$ cat config.mk
export PLATFORM = sky130hd
export DESIGN_NAME = demux_stream_router
export DESIGN_NICKNAME = d
export VERILOG_FILES = /design/src/rtl/demux_stream_router.sv
export SDC_FILE = /design/constraint.sdc
export NUM_CORES = 1
export LEC_CHECK = 0
export CAP_MARGIN = 25
export CORE_UTILIZATION = 46
export CTS_BUF_LIST = sky130_fd_sc_hd__clkbuf_8
export DETAILED_ROUTE_END_ITERATION = 10
export HOLD_SLACK_MARGIN = 0.1
export PLACE_DENSITY = 0.87
export SETUP_SLACK_MARGIN = 0.02
export SLEW_MARGIN = 0
export SYNTH_ARGS = -nofsm -noshare
export SYNTH_HDL_FRONTEND = slang
export SYNTH_SLANG_ARGS = --single-unit
export TNS_END_PERCENT = 30
$ cat constraint.sdc
create_clock -name clk -period 2.2 [get_ports clk]
set_input_delay 0.33 -clock clk [delete_from_list [all_inputs] [get_ports clk]]
set_output_delay 0.33 -clock clk [all_outputs]
set_load 0.02 [all_outputs]
$ cat src/rtl/demux_stream_router.sv
// ---------------------------------------------------------------------------
// demux_stream_router
//   Registered 1-to-NUM_OUT stream demultiplexer. A single valid/ready input
//   stream is steered into one of NUM_OUT one-entry output holding registers.
//   Each output register has its own valid/ready handshake.
//
//   Routing modes
//     mode = 0 : directed. Each word goes to channel in_sel.
//     mode = 1 : auto-sweep. Words go to channel cur_ptr. The pointer
//                advances only on an accepted word and wraps at NUM_OUT-1.
//
//   Ports
//     clk, rst_n           clock (rising edge), async active-low reset
//     in_valid/in_ready    input handshake (in_ready does not look at in_valid)
//     in_data, in_sel      input word and directed-mode destination
//     mode                 0 = directed, 1 = auto-sweep
//     out_valid[k]         channel k holds a word
//     out_ready[k]         consumer k takes the word
//     out_data             channel k at bits [k*DATA_W +: DATA_W]
//     cur_ptr              auto-sweep pointer
//     sel_err, err_cnt     only with DEMUX_SEL_ERR_EN. sel_err is a sticky flag
//                          for an out-of-range select. err_cnt counts discarded
//                          words and saturates at 255.
//
//   Optional build macro: DEMUX_SEL_ERR_EN
//   Legal configuration: 2 <= NUM_OUT <= 16, 2**SEL_W >= NUM_OUT.
// ---------------------------------------------------------------------------

// Per-channel one-entry holding register.
// A write has priority over a drain. Writing a channel while its consumer
// takes the old word therefore replaces that word with no bubble.
// Data is only loaded on a write, so it stays put after the word drains.
module demux_chan #(
    parameter int DATA_W = 8
) (
    input  logic              clk,
    input  logic              rst_n,
    input  logic              wr_en,
    input  logic [DATA_W-1:0] wr_data,
    input  logic              rd_ready,
    output logic              vld,
    output logic [DATA_W-1:0] data
);
    always_ff @(posedge clk or negedge rst_n) begin
        if (!rst_n) begin
            vld  <= 1'b0;
            data <= '0;
        end else if (wr_en) begin
            vld  <= 1'b1;
            data <= wr_data;
        end else if (vld && rd_ready) begin
            vld  <= 1'b0;
        end
    end
endmodule

module demux_stream_router #(
    parameter int DATA_W  = 8,
    parameter int NUM_OUT = 4,
    parameter int SEL_W   = 2
) (
    input  logic                      clk,
    input  logic                      rst_n,
    input  logic                      in_valid,
    output logic                      in_ready,
    input  logic [DATA_W-1:0]         in_data,
    input  logic [SEL_W-1:0]          in_sel,
    input  logic                      mode,
    output logic [NUM_OUT-1:0]        out_valid,
    input  logic [NUM_OUT-1:0]        out_ready,
    output logic [NUM_OUT*DATA_W-1:0] out_data,
    output logic [SEL_W-1:0]          cur_ptr
`ifdef DEMUX_SEL_ERR_EN
    ,
    output logic                      sel_err,
    output logic [7:0]                err_cnt
`endif
);
    localparam logic [SEL_W-1:0] PTR_LAST = SEL_W'(NUM_OUT - 1);

    logic [SEL_W-1:0]                ptr_q;
    logic [SEL_W-1:0]                tgt;
    logic [NUM_OUT-1:0]              tgt_oh;
    logic [NUM_OUT-1:0]              wr_en;
    logic [NUM_OUT-1:0][DATA_W-1:0]  chan_data;
    logic                            xfer;

    // The target channel is combinational, so a mode change takes effect in
    // the same cycle.
    assign tgt = mode ? ptr_q : in_sel;

    // Build a one-hot decode of the target. A select >= NUM_OUT decodes to
    // all zeros. That makes in_ready 1 and drops the word with no write.
    genvar k;
    generate
        for (k = 0; k < NUM_OUT; k++) begin : g_dec
            assign tgt_oh[k] = (tgt == SEL_W'(k));
        end
    endgenerate

    // The target can accept when it is empty or when it drains this cycle.
    assign in_ready = ~|(tgt_oh & out_valid & ~out_ready);
    assign xfer     = in_valid & in_ready;
    assign wr_en    = tgt_oh & {NUM_OUT{xfer}};

    generate
        for (k = 0; k < NUM_OUT; k++) begin : g_chan
            demux_chan #(.DATA_W(DATA_W)) u_chan (
                .clk      (clk),
                .rst_n    (rst_n),
                .wr_en    (wr_en[k]),
                .wr_data  (in_data),
                .rd_ready (out_ready[k]),
                .vld      (out_valid[k]),
                .data     (chan_data[k])
            );
        end
    endgenerate

    assign out_data = chan_data;

    // The sweep pointer moves only on an accepted auto-sweep word. A stalled
    // channel therefore holds the pointer rather than being skipped. The
    // wrap is explicit so that NUM_OUT does not have to be a power of two.
    always_ff @(posedge clk or negedge rst_n) begin
        if (!rst_n) begin
            ptr_q <= '0;
        end else if (xfer && mode) begin
            ptr_q <= (ptr_q == PTR_LAST) ? '0 : ptr_q + SEL_W'(1);
        end
    end

    assign cur_ptr = ptr_q;

`ifdef DEMUX_SEL_ERR_EN
    // An out-of-range word is always accepted, because in_ready is 1 when no
    // channel is hit. So in_valid alone marks a discard.
    logic oor;
    assign oor = in_valid & ~mode & ~|tgt_oh;

    always_ff @(posedge clk or negedge rst_n) begin
        if (!rst_n) begin
            sel_err <= 1'b0;
            err_cnt <= '0;
        end else if (oor) begin
            sel_err <= 1'b1;
            if (err_cnt != 8'hFF) err_cnt <= err_cnt + 8'd1;
        end
    end
`endif

endmodule

==> impl_metrics.py <==
metrics = {
    "status": {
        "outcome": "finished, final reports clean",
    },
    "power": {
        "power_switching_uw": 1280,
        "irDropWorstVdd_mv": 0.940,
        "power_frac_comb_pct": 53.1,
        "p_per_area_nw_per_um2": 1460,
        "power.internal_uw": 2460,
        "swShare_pct": 34.2,
        "seq_power_share_pct": 34.1,
        "total_leakage_power_uw": 0.00115,
        "p_clk_share_pct": 12.8,
    },
    "routing": {
        "postRouteAntennaNets": 0,
        "routed_via_density": 5.01,
        "drtIter0Drc": 33,
        "route.detailed.wl_per_inst_um": 16.3,
        "vias": 1138,
        "drt_first_pass_iters": 3,
        "drc_errors": 0,
        "wirelength_um": 3700,
    },
    "clock_network": {
        "cts_hold_buffers": 0,
        "post-cts-setup-buffers": 0,
        "clock_latency_ns": 0.29,
        "h-tree-depth": 2,
        "cts_made_buffers": 5,
        "clock-sinks": 38,
        "clockRootBuffer": "clkbuf_8",
        "clockBufferDepth": 2,
        "path_clk_slew_ns": 0.07,
        "cts_tree": "built",
    },
    "yosys": {
        "syn_inst": 111,
        "synth-seq-cells": 38,
        "ys_top_cells_by_count": "dfrtp_1 (38), mux2_4 (32), buf_4 (4), buf_6 (4)",
        "async_reset_ff_share_pct": 100,
        "synth_ff_type": "dfrtp_1",
        "ys_seq_area_share_pct": 53.4,
        "yosysMostFrequentCell": "dfrtp_1",
        "netlist_area_um2": 1780,
        "yosys.area.top_type": "dfrtp_1",
        "synth_area_leaders": "dfrtp_1 (53%), mux2_4 (27%), buf_6 (2.5%)",
        "netlist.area_leader.share_pct": 53.4,
        "syn_avg_cell_area_um2": 16.0,
        "ys_types": 23,
        "synth_fp_nets": 130,
        "synth_edf_count": 0,
        "ys_warn_count": 0,
    },
    "sta": {
        "slew_headroom_pct": 45.8,
        "final.period_utilization_pct": 94.4,
        "final-max-slew-violation-count": 0,
        "final-hold-violation-count": 0,
        "setup_slack_ns": 0.123,
        "rsz0062_at_grt": "false",
        "fmax_mhz": 482,
        "tightest_slew_ns": 0.812,
        "finalCriticalPeriod_ns": 2.08,
        "holdWs_ns": 0.130,
        "setup_viol": 0,
        "skew_ns": 0.00755,
    },
    "setup_path": {
        "crit_arrival_ns": 2.25,
        "critPathKind": "flop to flop",
        "critPathMaxFanout": 8,
        "r2r-start": "cur_ptr[0]$_DFFE_PN0P_",
        "startpoint": "cur_ptr[0]$_DFFE_PN0P_",
        "path_common_cell": "buf_4",
        "crit_required_ns": 2.38,
        "end_kind": "flop",
        "path_cells": "or3b_1 -> a21oi_2 -> a2111oi_4 -> buf_4 -> and3_4 -> buf_4 -> mux2_4",
        "cp-start-kind": "flop",
        "cpPeakStageDelay_ns": 0.45,
        "critPathSlowestCell": "dfrtp_2",
        "r2r_slack_ns": 0.12,
    },
    "placement": {
        "pre_cts_slack_ns": -0.421,
        "dp.cells": 219,
        "io_buffers": 56,
        "place_hpwl_um": 2780,
        "routabilityCongestion": 0.794,
    },
    "final_layout": {
        "drive_gt1_share_pct": 39.7,
        "insertedDiodeCount": 0,
        "nFillCells": 273,
        "final_nets": 197,
        "syn_to_final_growth_pct": 43.4,
        "final_util_pct": 69.2,
        "finalNonFillerCells": 227,
    },
    "global_routing": {
        "antenna_found_initial": 0,
        "grt_pass1_vias": 1168,
        "grt_overflow_total": 0,
        "grt_max_degree": 39,
        "grt_pass1_wl_um": 6180,
        "gr-usage-all-layers_pct": 20.6,
    },
    "floorplanning": {
        "start_util_pct": 48.3,
        "num_io_pins": 57,
        "fp-row-count": 22,
        "die_y_um": 64.2,
        "die_area_um2": 4120,
        "core-area_um2": 3690,
        "die_w_um": 64.2,
    },
    "hold_path": {
        "hold_path_class": "input pin to asynchronous set/reset pin",
    },
    "job": {
        "maxCapViolations": 0,
    },
}
placed cells by master, fill, tap and decap left out, types with 2 or more instances in the layout:
cell,Yosys,layout
clkdlybuf4s50_1,0,50
dfrtp_1,38,36
mux2_4,32,32
buf_4,4,8
clkbuf_8,0,6
or2b_2,3,3
a21boi_0,3,3
a21bo_2,3,3
dlymetal6s2s_1,0,3
nor2_1,2,2
or3b_1,2,2
a21oi_2,2,2
nand3b_1,2,2
and2_4,0,2
mux2_2,2,2
dfrtp_2,0,2
buf_6,4,2
buf_12,0,2
layout make-up:
type / instances / area (um^2) / share of cell area [%]
clock buffers: 6 / 82.6 / 3.23
repair buffers: 68 / 679 / 26.6
flip-flops and latches: 38 / 953 / 37.3
clock inverters: 2 / 8.76 / 0.343
well taps: 48 / 60.1 / 2.35
multi-input cells: 65 / 769 / 30.1
final timing paths:
path	cells after the start	to
worst max-delay path	7	g_chan[1].u_chan.data[5]$_DFFE_PN0P_
worst min-delay path	1	g_chan[0].u_chan.data[0]$_DFFE_PN0P_
worst max register to register	7	g_chan[1].u_chan.data[5]$_DFFE_PN0P_
worst min register to register	1	g_chan[0].u_chan.data[5]$_DFFE_PN0P_
max in group asynchronous	1	cur_ptr[0]$_DFFE_PN0P_
min in group clk	1	g_chan[0].u_chan.data[5]$_DFFE_PN0P_
power groups by stage:
stage          Sequential (uW)  Clock [uW]  Combinational, uW
6_report                  1280         478               1980
5_1_grt                   1320         522               2090
4_1_cts                   1280         500               1990
3_5_place_dp              1290           0               1980
3_3_place_gp              1260           0               1940
2_1_floorplan             1640           0                726
repair_timing:
action,4_1_cts,5_1_grt
setup endpoints to repair,34,33
gates resized for setup,4,10
pin swaps,0,1
state kept, by name, summed over array words and instances (netlist names):
name	flops
cur_ptr	2
g_chan.u_chan.data	32
g_chan.u_chan.vld	4
metrics by stage:
step	instance area, um^2	setup TNS, ns	total power, uW
finish	2550	0	3740
global route	2550	0	3930
CTS	2530	0	3770
detailed placement	2440	-12.44	3270
global placement	2440	-9.26	3200
floorplan	1780	0	2360
worst max-delay path: cells and delay by family, from the launching register on:
kind | cells | cell delay [ns]
compound gates | 2 | 0.29
mux | 1 | 0.29
flops | 1 | 0.45
buf+inv | 2 | 0.32
simple gates | 2 | 0.61
kinds of logic (layout without fill, tap and decap cells):
family	after synthesis	count (layout)	share of synthesized area, %
compound gates	11	11	6.25
fa+ha+maj	1	1	0.703
flops	38	38	53.4
mux	34	34	28.3
buf+inv	8	76	4.22
simple gates	19	19	7.17
metal layers:
| layer | vias to the layer above | GRT usage [%] | wire, um |
|---|---|---|---|
| li1 | 521 | - | - |
| met1 | 568 | 24.5 | 1530 |
| met2 | 43 | 35.9 | 1910 |
| met3 | 6 | 5.36 | 199 |
| met4 | 0 | 7.50 | 58 |
| met5 | - | 0 | 0 |
No activity file was read; power rests on OpenSTA's default activity.
